$ cat src/rtl/imem_boot_pkg.sv
// imem_boot_pkg: shared types and constants for the instruction-memory boot loader.
// Contents: boot FSM state type, header length and word width in bytes.
// Used by imem_boot_ctrl, imem_word_assembler and the bench model.
package imem_boot_pkg;

    typedef enum logic [2:0] {
        HDR0  = 3'd0,
        HDR1  = 3'd1,
        DATA  = 3'd2,
        WRITE = 3'd3,
        CKSUM = 3'd4,
        RUN   = 3'd5,
        ERR   = 3'd6
    } boot_state_e;

    localparam int BOOT_HDR_BYTES = 2;
    localparam int BYTES_PER_WORD = 4;

endpackage

$ cat src/rtl/imem_word_assembler.sv
// imem_word_assembler: packs accepted loader bytes into a big-endian 32-bit word.
// Ports: clk/rst, clr_i (zero index/word/xor), shift_i + byte_i (one byte in),
//        word_o (assembled word), last_o (next shift completes a word), xor_o (IMEM_BOOT_CKSUM_EN only).
// Latency: word_o is valid the cycle after the 4th shift; no backpressure of its own.
module imem_word_assembler
    import imem_boot_pkg::*;
(
    input  logic        clk,
    input  logic        rst,
    input  logic        clr_i,
    input  logic        shift_i,
    input  logic [7:0]  byte_i,
    output logic [31:0] word_o,
    output logic        last_o
`ifdef IMEM_BOOT_CKSUM_EN
    ,
    output logic [7:0]  xor_o
`endif
);

    localparam logic [1:0] LAST_IDX = 2'(BYTES_PER_WORD - 1);

    logic [31:0] word_q, word_d;
    logic [1:0]  bidx_q, bidx_d;

    // First byte of a word ends up in [31:24] after four shifts.
    always_comb begin
        word_d = word_q;
        bidx_d = bidx_q;
        if (clr_i) begin
            word_d = '0;
            bidx_d = '0;
        end else if (shift_i) begin
            word_d = {word_q[23:0], byte_i};
            bidx_d = bidx_q + 2'd1;  // wraps to 0 after the 4th byte
        end
    end

    always_ff @(posedge clk or posedge rst) begin
        if (rst) begin
            word_q <= '0;
            bidx_q <= '0;
        end else begin
            word_q <= word_d;
            bidx_q <= bidx_d;
        end
    end

    assign word_o = word_q;
    assign last_o = (bidx_q == LAST_IDX);

`ifdef IMEM_BOOT_CKSUM_EN
    logic [7:0] xor_q, xor_d;

    always_comb begin
        xor_d = xor_q;
        if (clr_i)
            xor_d = '0;
        else if (shift_i)
            xor_d = xor_q ^ byte_i;
    end

    always_ff @(posedge clk or posedge rst) begin
        if (rst)
            xor_q <= '0;
        else
            xor_q <= xor_d;
    end

    assign xor_o = xor_q;
`endif

endmodule

$ cat src/rtl/imem_boot_ctrl.sv
// imem_boot_ctrl: boot loader + address-port arbiter for the instruction memory.
// Ports: clk/reset, fetch_a (CPU fetch), in_valid/in_data/in_ready (loader bytes), restart,
//        mem_a/mem_we/mem_wd (memory port), cpu_hold/boot_done/boot_err (status).
// Latency: word write one cycle after its 4th byte (in_ready low for that cycle only).
// Optional: define IMEM_BOOT_CKSUM_EN to require a trailing XOR checksum byte before RUN.
module imem_boot_ctrl
    import imem_boot_pkg::*;
#(
    parameter int          MEM_SIZE  = 1024,
    parameter logic [31:0] BOOT_BASE = 32'h4
) (
    input  logic        clk,
    input  logic        reset,
    input  logic [31:0] fetch_a,
    input  logic        in_valid,
    input  logic [7:0]  in_data,
    output logic        in_ready,
    input  logic        restart,
    output logic [31:0] mem_a,
    output logic        mem_we,
    output logic [31:0] mem_wd,
    output logic        cpu_hold,
    output logic        boot_done,
    output logic        boot_err
);

    localparam logic [15:0] CNT_MAX = 16'(MEM_SIZE - 1);

    // State entered once the last word (or an empty header) has been handled.
`ifdef IMEM_BOOT_CKSUM_EN
    localparam boot_state_e LOAD_END = CKSUM;
`else
    localparam boot_state_e LOAD_END = RUN;
`endif

    boot_state_e state_q, state_d;
    logic [15:0] cnt_q, cnt_d;
    logic [31:0] ptr_q, ptr_d;
    logic        accept;
    logic        asm_shift;
    logic        asm_clr;
    logic        asm_last;
    logic [31:0] asm_word;
    logic [15:0] hdr_cnt;
`ifdef IMEM_BOOT_CKSUM_EN
    logic [7:0]  asm_xor;
`endif

    assign in_ready = (state_q == HDR0) || (state_q == HDR1) ||
                      (state_q == DATA) || (state_q == CKSUM);
    // A byte offered alongside restart is dropped.
    assign accept    = in_valid && in_ready && !restart;
    assign asm_shift = accept && (state_q == DATA);
    assign asm_clr   = restart || (accept && (state_q == HDR1));
    assign hdr_cnt   = {cnt_q[15:8], in_data};

    imem_word_assembler u_asm (
        .clk     (clk),
        .rst     (reset),
        .clr_i   (asm_clr),
        .shift_i (asm_shift),
        .byte_i  (in_data),
        .word_o  (asm_word),
        .last_o  (asm_last)
`ifdef IMEM_BOOT_CKSUM_EN
        ,
        .xor_o   (asm_xor)
`endif
    );

    always_comb begin
        state_d = state_q;
        cnt_d   = cnt_q;
        ptr_d   = ptr_q;
        case (state_q)
            HDR0: if (accept) begin
                cnt_d   = {in_data, 8'h00};
                state_d = HDR1;
            end
            HDR1: if (accept) begin
                cnt_d = hdr_cnt;
                if (hdr_cnt == 16'd0) begin
                    state_d = LOAD_END;
                end else if (hdr_cnt > CNT_MAX) begin
                    state_d = ERR;
                end else begin
                    state_d = DATA;
                    ptr_d   = BOOT_BASE;
                end
            end
            DATA: if (accept && asm_last) state_d = WRITE;
            WRITE: begin
                ptr_d   = ptr_q + 32'd4;
                cnt_d   = cnt_q - 16'd1;
                state_d = (cnt_q == 16'd1) ? LOAD_END : DATA;
            end
`ifdef IMEM_BOOT_CKSUM_EN
            CKSUM: if (accept) state_d = (in_data == asm_xor) ? RUN : ERR;
`endif
            default: state_d = state_q;  // RUN and ERR are sticky
        endcase
        if (restart) begin
            state_d = HDR0;
            cnt_d   = '0;
            ptr_d   = '0;
        end
    end

    always_ff @(posedge clk or posedge reset) begin
        if (reset) begin
            state_q <= HDR0;
            cnt_q   <= '0;
            ptr_q   <= '0;
        end else begin
            state_q <= state_d;
            cnt_q   <= cnt_d;
            ptr_q   <= ptr_d;
        end
    end

    // The CPU only owns the address port once the load has completed.
    assign mem_a     = (state_q == RUN) ? fetch_a : ptr_q;
    assign mem_we    = (state_q == WRITE);
    assign mem_wd    = mem_we ? asm_word : 32'd0;
    assign cpu_hold  = (state_q != RUN);
    assign boot_done = (state_q == RUN);
    assign boot_err  = (state_q == ERR);

endmodule

$ cat config.mk
export PLATFORM = sky130hd
export DESIGN_NAME = imem_boot_ctrl
export DESIGN_NICKNAME = d
export VERILOG_FILES = /design/src/rtl/imem_boot_pkg.sv /design/src/rtl/imem_word_assembler.sv /design/src/rtl/imem_boot_ctrl.sv
export SDC_FILE = /design/constraint.sdc
export NUM_CORES = 1
export LEC_CHECK = 0
export CAP_MARGIN = 20
export CORE_MARGIN = 8
export CORE_UTILIZATION = 45
export DETAILED_ROUTE_END_ITERATION = 10
export PLACE_DENSITY = 0.82
export SYNTH_ARGS = -nofsm -noshare
export SYNTH_HDL_FRONTEND = slang
export SYNTH_SLANG_ARGS = --single-unit
$ cat constraint.sdc
create_clock -name clk -period 5.7 [get_ports clk]
set_input_delay 1.14 -clock clk [delete_from_list [all_inputs] [get_ports clk]]
set_output_delay 1.14 -clock clk [all_outputs]
set_load 0.02 [all_outputs]
==> impl_metrics.json <==
{
  "status": "complete, no violations",
  "power-per-cell-area_mw_per_mm2": 203,
  "std_cell_rows": 38,
  "p_clk_share_pct": 31.2,
  "final.min_clock_period_ns": 4.45,
  "count_of_inserted_antenna_diode_cells": 0,
  "place.detailed.hpwl_mm": 10.1,
  "detail_route.first_pass.iterations": 5,
  "maximum_operating_frequency_mhz": 225,
  "final.period_utilization_pct": 78.1,
  "timing.final.setup_violations": 0,
  "worst_setup_path_end_kind": "primary output",
  "finalWeightedCongestion": 0.861,
  "hold_depth": 2,
  "timing.critical_path.from_type": "flop",
  "drt-initial-drc-count": 499,
  "numPlacedInstances": 864,
  "cts_bufs_inserted": 9,
  "p_seq_share_pct": 48.4,
  "ctsHoldBuffers": 0,
  "synth_seq_cells": 83,
  "grt_remaining_overflow": 0,
  "netSwitchingFraction_pct": 32.8,
  "die_width_um": 121,
  "vdd_drop_max_v": 0.000121,
  "placeableCoreArea_mm2": 0.0108,
  "clock-root-buffer": "clkbuf_8",
  "switching_power_uw": 426,
  "ff2ff_path_depth": 5,
  "number_of_gates_resized_after_cts": 0,
  "clock_tree.htree_level_count": 3,
  "cp_data_arrival_time_ns": 3.31,
  "synth.yosys.seq_area_share_pct": 41.7,
  "die-area_mm2": 0.0147,
  "hp-class": "reg2reg",
  "most-common-layout-cells": "nand2_1, clkdlybuf4s50_1, dfrtp_1",
  "stdcell_count": 884,
  "synth_top_cells_by_area": "dfrtp_1, nand2_1, a21oi_1, and3_1, o21ai_0",
  "place_ws_ns": 1.01,
  "drt-vias-per-instance": 5.82,
  "min_from": "u_asm.word_o[28]$_DFFE_PP0P_",
  "pin_count": 113,
  "worst_case_headroom_to_the_max_slew_limit_pct": 41.6,
  "postRouteAntennaNets": 0,
  "synthToLayoutAreaGrowth_pct": 29.1,
  "rsz0062_at_grt": "no",
  "critPathKind": "reg2out",
  "worstPathMaxFanout": 36,
  "timing_worst_slew_pin_value_ns": 0.871,
  "routedWlPerCell_um": 16.3,
  "worstHoldEndpoint": "u_asm.word_o[28]$_DFFE_PP0P_",
  "internal_power_uw": 875,
  "post-layout-total-power_mw": 1.30,
  "synth-edff-count": 0,
  "synth.net_count": 696,
  "floorplan.die.height_um": 121,
  "postSynth.asyncResetShare_pct": 100,
  "hold_viol_final": 0,
  "cts-root-to-sink-buffers": 2,
  "grt_first_pass_wirelength_mm": 23.5,
  "crit-reg2reg-capture": "ptr_q[22]$_DFFE_PP0P_",
  "layout.cells.most_common": "nand2_1",
  "grtUsageTotal_pct": 19.4,
  "setup.reg_to_reg.worst_slack_ns": 2.62,
  "number_of_antenna_violations_at_the_first_check_in_global_routing": 0,
  "setup_slack_ns": 1.25,
  "nets": 787,
  "ys_dominant_reg_cell": "dfrtp_1",
  "route.final.wire_length_mm": 14.4,
  "worst_r2r_startpoint": "state_q[2]$_DFFE_PP0P_",
  "timing_max_transition_violations_final": 0,
  "initial_core_util_pct": 45.9,
  "synth_area_mm2": 0.00498,
  "clkTransAtPathRegs_ns": 0.10,
  "vias_in_the_first_global_route": 4807,
  "layout-drive-gt1-share_pct": 5.38,
  "cts_tree": "built",
  "setup_tns_ns": 0,
  "via_count": 5141,
  "cap_violations": 0,
  "postCtsSetupRepairBufs": 0,
  "clock_sinks": 83,
  "leakage_nw": 2.72,
  "crit_required_ns": 4.56,
  "avgSynthCellArea_um2": 7.68,
  "critical_path.startpoint": "state_q[1]$_DFFE_PP0P_",
  "worst_skew_pair.late_latency_ns": 0.37,
  "drcViolationCount": 0,
  "area_leader_netlist": "dfrtp_1",
  "number_of_distinct_standard_cells_referenced_by_the_synthesized_netlist": 54,
  "finClkSkew_ns": 0.0128,
  "yosys_warnings": 0,
  "combPwrFrac_pct": 20.3,
  "grt_max_degree": 48,
  "synth_cells": 648,
  "yosysTopAreaCellShare_pct": 41.7,
  "place.port_buffers": 112
}
cell usage after synthesis (8+ instances only):
library cell / count
or3_1: 11
nand3_1: 24
nand2_1: 177
dfrtp_1: 83
or4_1: 8
a21oi_1: 59
nor2_1: 39
clkbuf_1: 34
and3_1: 36
inv_1: 11
nor3_1: 11
nand4_1: 12
o31ai_1: 13
o21ai_0: 42
power by group through the flow:
| stage | clock network, mW | logic (mW) | registers [mW] |
|---|---|---|---|
| floorplan | 0 | 0.175 | 0.628 |
| global placement | 0 | 0.243 | 0.642 |
| detailed placement | 0 | 0.250 | 0.644 |
| CTS | 0.410 | 0.251 | 0.632 |
| global route | 0.436 | 0.291 | 0.634 |
| finish | 0.407 | 0.264 | 0.630 |
metrics by stage:
step	cell area (µm²)	util, %	hold WS [ns]
2_1_floorplan	4980	-	0.446
3_3_place_gp	6150	56.7	0.465
3_5_place_dp	6160	56.9	0.509
4_1_cts	6350	58.6	0.522
5_1_grt	6420	59.3	0.540
6_report	6420	59.3	0.522
per-layer routing:
layer | wire (µm) | global-route usage (%) | part of all wire [%]
met5 | 0 | 0 | 0
met2 | 7190 | 32.4 | 50
met3 | 848 | 2.89 | 5.9
met1 | 6030 | 24.3 | 42
met4 | 326 | 9.18 | 2.3
layout make-up:
| class | count | area, µm² |
|---|---|---|
| Timing Repair Buffer | 122 | 1250 |
| Multi-Input combinational cell | 511 | 2690 |
| Fill cell | 956 | 4420 |
| Clock inverter | 7 | 61.3 |
| Tap cell | 140 | 175 |
| Inverter | 12 | 46.3 |
| Sequential cell | 83 | 2080 |
| Clock buffer | 9 | 124 |
worst max-delay path by stage:
stage | slack [ns] | cells past startpoint | to
after floorplan | 2.42 | 1 | cnt_q[0]$_DFFE_PP0P_
after global placement | 1.22 | 5 | mem_a[18]
after detailed placement | 1.01 | 5 | mem_a[30]
after CTS | 0.60 | 5 | mem_a[30]
after global routing | 0.93 | 5 | mem_a[29]
final | 1.25 | 5 | mem_a[29]
state kept, by name (all words and copies together) (netlist names):
register      count
u_asm.word_o     32
state_q           3
u_asm.bidx_q      2
ptr_q            30
cnt_q            16
logic make-up (layout without fill, tap and decap cells):
family / count (synthesis) / after routing / synth area share (%)
and+or+nand+nor: 347 / 347 / 33.1
AOI/OAI and AO/OA: 154 / 154 / 18.7
DFF: 83 / 83 / 41.7
buffers and inverters: 54 / 150 / 4.30
adders and majority gates: 4 / 4 / 1.01
xor gates and xnor gates: 4 / 4 / 0.704
muxes: 2 / 2 / 0.402
worst max-delay path, stage by stage, from the launching register on:
cell	delay, ns
dfrtp_1	0.69
inv_1	0.27
nand3_1	0.17
clkinv_1	0.69
o21ai_0	0.45
clkdlybuf4s50_1	0.67
Note: power is estimated with default switching activity, not from simulation.
